### src/rtl/mux_rr_arbiter.sv
// mux_rr_arbiter: three-state round-robin arbiter driving a 4:1 mux select/enable with hold timeout
module mux_rr_arbiter #(
  parameter int MAX_HOLD = 8
) (
  input  logic       clk,
  input  logic       rst,
  input  logic [3:0] req,
  input  logic [3:0] done,
  output logic [3:0] grant,
  output logic [1:0] sel,
  output logic       en1_n,
  output logic       en2_n,
  output logic       busy,
  output logic       timeout
);
  typedef enum logic [1:0] {IDLE, GRANT, RELEASE} state_t;
  state_t     state_q;
  logic [1:0] ptr_q, sel_q, pick;
  logic [3:0] grant_q;
  logic [7:0] cnt_q;
  logic       en_n_q, busy_q, timeout_q, rel, lim;
  always_comb begin
    pick = ptr_q;
    for (int k = 3; k >= 0; k--)
      if (req[ptr_q + 2'(k)]) pick = ptr_q + 2'(k);
  end
  assign rel = |(grant_q & (done | ~req));
  assign lim = cnt_q == 8'(MAX_HOLD - 1);
  always_ff @(posedge clk) begin
    if (rst) begin
      state_q   <= IDLE;
      ptr_q     <= '0;
      sel_q     <= '0;
      grant_q   <= '0;
      cnt_q     <= '0;
      en_n_q    <= 1'b1;
      busy_q    <= 1'b0;
      timeout_q <= 1'b0;
    end else begin
      timeout_q <= 1'b0;
      case (state_q)
        IDLE: if (|req) begin
          state_q <= GRANT;
          grant_q <= 4'(1) << pick;
          sel_q   <= pick;
          en_n_q  <= 1'b0;
          busy_q  <= 1'b1;
          cnt_q   <= '0;
        end
        GRANT: if (rel || lim) begin
          state_q   <= RELEASE;
          grant_q   <= '0;
          en_n_q    <= 1'b1;
          timeout_q <= !rel;
        end else begin
          cnt_q <= cnt_q + 8'd1;
        end
        RELEASE: begin
          state_q <= IDLE;
          ptr_q   <= sel_q + 2'd1;
          busy_q  <= 1'b0;
        end
        default: state_q <= IDLE;
      endcase
    end
  end
  assign grant   = grant_q;
  assign sel     = sel_q;
  assign en1_n   = en_n_q;
  assign en2_n   = en_n_q;
  assign busy    = busy_q;
  assign timeout = timeout_q;
endmodule

### config.mk
export PLATFORM = sky130hd
export DESIGN_NAME = mux_rr_arbiter
export DESIGN_NICKNAME = d
export VERILOG_FILES = /design/src/rtl/mux_rr_arbiter.sv
export SDC_FILE = /design/constraint.sdc
export NUM_CORES = 1
export LEC_CHECK = 0
export CAP_MARGIN = 20
export CORE_UTILIZATION = 45
export DETAILED_ROUTE_END_ITERATION = 16
export PLACE_DENSITY_LB_ADDON = 0.25
export SLEW_MARGIN = 0
export SYNTH_ARGS = -nofsm -noshare
export SYNTH_HDL_FRONTEND = slang
export SYNTH_SLANG_ARGS = --single-unit
export TNS_END_PERCENT = 100
### constraint.sdc
create_clock -name clk -period 1.8 [get_ports clk]
set_input_delay 0.36 -clock clk [delete_from_list [all_inputs] [get_ports clk]]
set_output_delay 0.36 -clock clk [all_outputs]
set_load 0.03 [all_outputs]
## Word-level counts from Yosys, hierarchy flattened

Index checks and enable logic that the tools add are counted.

| storage, ports and cells | value |
|---|---|
| word-level logic and storage cells | 68 |
| output and inout port bits | 10 |
| register bits | 21 |
| input port bits | 10 |

| operators by class | value |
|---|---|
| add/sub/neg operators | 5 |
| bitwise operators | 5 |
| shift operators | 1 |
| order comparisons | 4 |
| reduce and logical (&&, ||, !) cells | 13 |
| equality and inequality tests | 6 |
| multiplexer cells | 26 |

Operators with widths:

| kind | number |
|---|---|
| $mux W8 | 2 |
| $pmux W8 S2 | 1 |
| $lt A2 B3 Y1 const B | 4 |
| $mux W2 | 6 |
| $add A8 B1 Y8 const B | 1 |
| $bmux W1 S2 | 4 |
| $eq A8 B3 Y1 const B | 1 |
| $mux W4 | 2 |
| $pmux W4 S2 | 1 |
| $reduce_or A4 Y1 | 2 |
| $mux W1 | 7 |
| $ne A2 B2 Y1 const B | 3 |
| $reduce_and A2 Y1 | 3 |
| $reduce_and A3 Y1 | 2 |
| $add A2 B1 Y2 const B | 2 |
| $add A2 B2 Y2 const B | 2 |
| $and A4 B4 Y4 | 1 |
| $not A4 Y4 | 1 |
| $or A4 B4 Y4 | 1 |
| $pmux W1 S2 | 2 |
| $pmux W2 S2 | 1 |
| $reduce_bool A2 Y1 | 2 |
| $shl A1 B2 Y4 const A | 1 |
| $reduce_or A3 Y1 | 1 |
| 6 further kinds | 7 |

## Depth between registers and ports, before layout

| depth | value |
|---|---|
| depth in word-level cells | 10 |
| depth in mapped cells | 7 |
| depth with buffers taken out | 6 |

## Worst setup path after synthesis

Ideal clock, no wire load.

| timing | value |
|---|---|
| path kind | register to register |
| from | register cnt_q[0] |
| to | register cnt_q[7] |
| buffers on the path | 0 |
| library setup time | 70 ps |
| arrival | 1806 ps |
| period minus slack after synthesis | 1876 ps |
| cell stages (with the launch flop) | 7 |
| setup slack | -76 ps |
| cell sequence | dfxtp_1 ha_1 nor4b_2 a311oi_2 a31oi_1 or4_1 a21oi_1 |

| on the way | value |
|---|---|
| cells in the longest elaborated chain, start to end | 4 |

Ends and longest elaborated chain:

| element | RTL line | source |
|---|---|---|
| from (decl) | 20 | `logic [7:0] cnt_q;` |
| from (signal assigned) | 56 | `cnt_q <= cnt_q + 8'd1;` |
| branches (longest 4 deep; another with $add A8 B1 Y8) | n/a |  |

Several ways; the timed one is not identified. The select of a mux whose other input is x is not followed.
A chain may end at the register's enable or synchronous reset.

## Final worst setup path

| timing | value |
|---|---|
| from | register cnt_q[1] |
| to | register cnt_q[4] |

The elaborated chain is that of the path after synthesis.

==> out/metrics.yaml <==
outcome: "finished, violations left"
violations: "negative setup slack"
drt_wl_total_microns: 2640
cts_tree: "done"
ir_drop_mv: 0.617
drtPass1Iterations: 4
start_kind: "register"
rows: 17
cp.arrival_ns: 2.14
power_mw: 1.16
grt_max_degree: 13
nFillCells: 189
grt_pass1_vias: 1037
worst-path-max-fanout: 7
ys_ff_latch: 21
yosysTopAreaCell: "dfxtp_1"
cp_data_required_time_ns: 2.05
clockBufferDepth: 2
netlist_area_sq_mm: 0.00106
setup-tns-final_ns: -0.387
syn_inst: 123
skew_ns: 0.00538
rr_startpoint: "cnt_q[1]"
cts_hold_buffers: 0
synth_cell_types: 38
insertion_delay_ns: 0.30
cts_inserted_buffers: 3
r2r_cells: 7
dieWidth_microns: 50.6
yosysTopAreaCellShare: 0.395
routed-via-count: 1096
gp_congestion: 0.854
die_h_microns: 50.6
synth_nets: 134
cts_sinks: 21
whs_ns: 0.507
clockRootBuffer: "clkbuf_4"
min_path_type: "reg -> reg"
worstSetupPathType: "reg -> reg"
initialDrtViolationCount: 30
portBuffers: 19
dp_slack_ns: -0.391
period_share: 1.05
report.final.slew_viol_count: 0
tightest_slew_ns: 0.368
clk_pin_slew_worst_paths_ns: 0.13
diodes: 0
grt_setup_unrepaired: "true"
nets: 176
viasPerCell: 5.71
reg2reg_to: "cnt_q[4]"
grt_usage: 0.223
yosysSeqAreaShare: 0.395
syn_area_per_cell_sq_um: 8.66
die_area_sq_mm: 0.00256
htreeDepth: 1
leakagePower_nw: 0.609
endpoint_kind: "register"
hold_violations: 0
drv_cap: 0
area_growth_pct: 44.5
ant_nets: 0
final_common_cell: "buf_4"
r2r_slack_ns: -0.09
slew_headroom: 0.754
whs_endpoint: "en1_n"
min_period_ns: 1.89
yosys_warnings: 0
grt_pass1_wl_microns: 4330
fmax_ghz: 0.528
grt_overflow: 0
io_pins: 20
dp_hpwl_microns: 1970
setup_viol: 5
drcViolationCount: 0
min_from: "en1_n"
drive_above_1_share: 0.274
post_drt_wl_per_cell_microns: 13.8
setup_ws_ns: -0.0948
final_cell_mix: "buf_4, dfxtp_1, clkdlybuf4s50_1, nor2_1, a21oi_1"
powerDensity_mw_per_mm2: 751
synth.area.top_cells: "dfxtp_1, a21oi_1, nand3_1"
min_delay_path_depth: 2
start_util: 0.481
core_sq_mm: 0.00221
antenna_found_initial: 0
## cells in the mapped netlist (all sizes together)
cell     number
a211o         1
a211oi        3
a21oi        14
a22oi         2
a311o         1
a311oi        1
a31oi         2
and2b         1
and3          2
buf           2
clkbuf        2
dfxtp        21
ha            1
inv           4
nand2         9
nand2b        7
nand3        10
nand4         2
nor2         11
nor2b         2
nor3          2
nor4b         1
o21ai         5
o221a         1
o221ai        1
o2bb2ai       1
o31ai         1
o32ai         3
or2           1
or2b          2
or3           4
or4           1
xnor2         1
xor2          1
## logic make-up (layout without fill, tap and decap cells)
| family | after synthesis | after routing | synth area share |
|---|---|---|---|
| and+or+nand+nor | 55 | 55 | 0.280 |
| AOI/OAI and AO/OA | 36 | 36 | 0.264 |
| DFF | 21 | 21 | 0.395 |
| buffers and inverters | 8 | 49 | 0.0329 |
| xor gates and xnor gates | 2 | 2 | 0.0165 |
| adders and majority gates | 1 | 1 | 0.0117 |
## cell type report
class	instances	area, sq um	area share
Tap cell	28	35.0	0.0228
Clock inverter	1	5.00	0.00325
Inverter	4	15.0	0.00976
Timing Repair Buffer	41	367	0.238
Sequential cell	21	423	0.275
Multi-Input combinational cell	94	672	0.437
Clock buffer	3	22.5	0.0146
## worst max-delay path, cell delays in order (launching register included)
cell      delay (ns)
dfxtp_2         0.36
ha_4            0.16
nor4b_4         0.13
a311oi_2        0.37
a31oi_2         0.18
buf_4           0.19
or3_1           0.33
a21oi_2         0.12
## report_power, final
group	leakage, nW	total [mW]	switching, mW	internal, mW
clock network	0.0177	0.233	0.151	0.0828
logic	0.419	0.395	0.201	0.195
registers	0.172	0.527	0.0305	0.496
## sequential cells by signal, indices dropped and copies added (netlist names)
signal,cells
busy,1
cnt_q,8
en1_n,1
grant,4
ptr_q,2
sel,2
state_q,2
timeout,1
## layer usage
| metal | wire length, microns | global-route usage | vias up | part of all wire |
|---|---|---|---|---|
| li1 | - | - | 536 | - |
| met3 | 120 | 0.0424 | 4 | 0.045 |
| met2 | 1290 | 0.353 | 29 | 0.49 |
| met4 | 25 | 0.0787 | 0 | 0.0095 |
| met5 | 0 | 0 | - | 0 |
| met1 | 1200 | 0.299 | 527 | 0.46 |
## through the flow
stage | area, sq um | cells | utilization
floorplan | 1080 | 123 | -
global placement | 1440 | 186 | 0.649
detailed placement | 1440 | 186 | 0.649
CTS | 1490 | 192 | 0.673
global route | 1540 | 192 | 0.696
finish | 1540 | 192 | 0.696
## how the worst max path moves through the flow
stage,from,slack (ns),cells past startpoint,endpoint
floorplan,cnt_q[1],-0.01,7,cnt_q[4]
global placement,req[2],-0.33,7,cnt_q[3]
detailed placement,req[2],-0.39,7,cnt_q[3]
CTS,cnt_q[1],-0.008,7,cnt_q[4]
global route,cnt_q[1],-0.15,7,cnt_q[5]
finish,cnt_q[1],-0.09,7,cnt_q[4]
## repair_timing
item / in CTS / in global routing
pin swaps: 11 / 7
resized for setup: 5 / 16
setup endpoints to repair: 8 / 15
setup buffers: 2 / 2
Power figures use the tool's default switching activity.
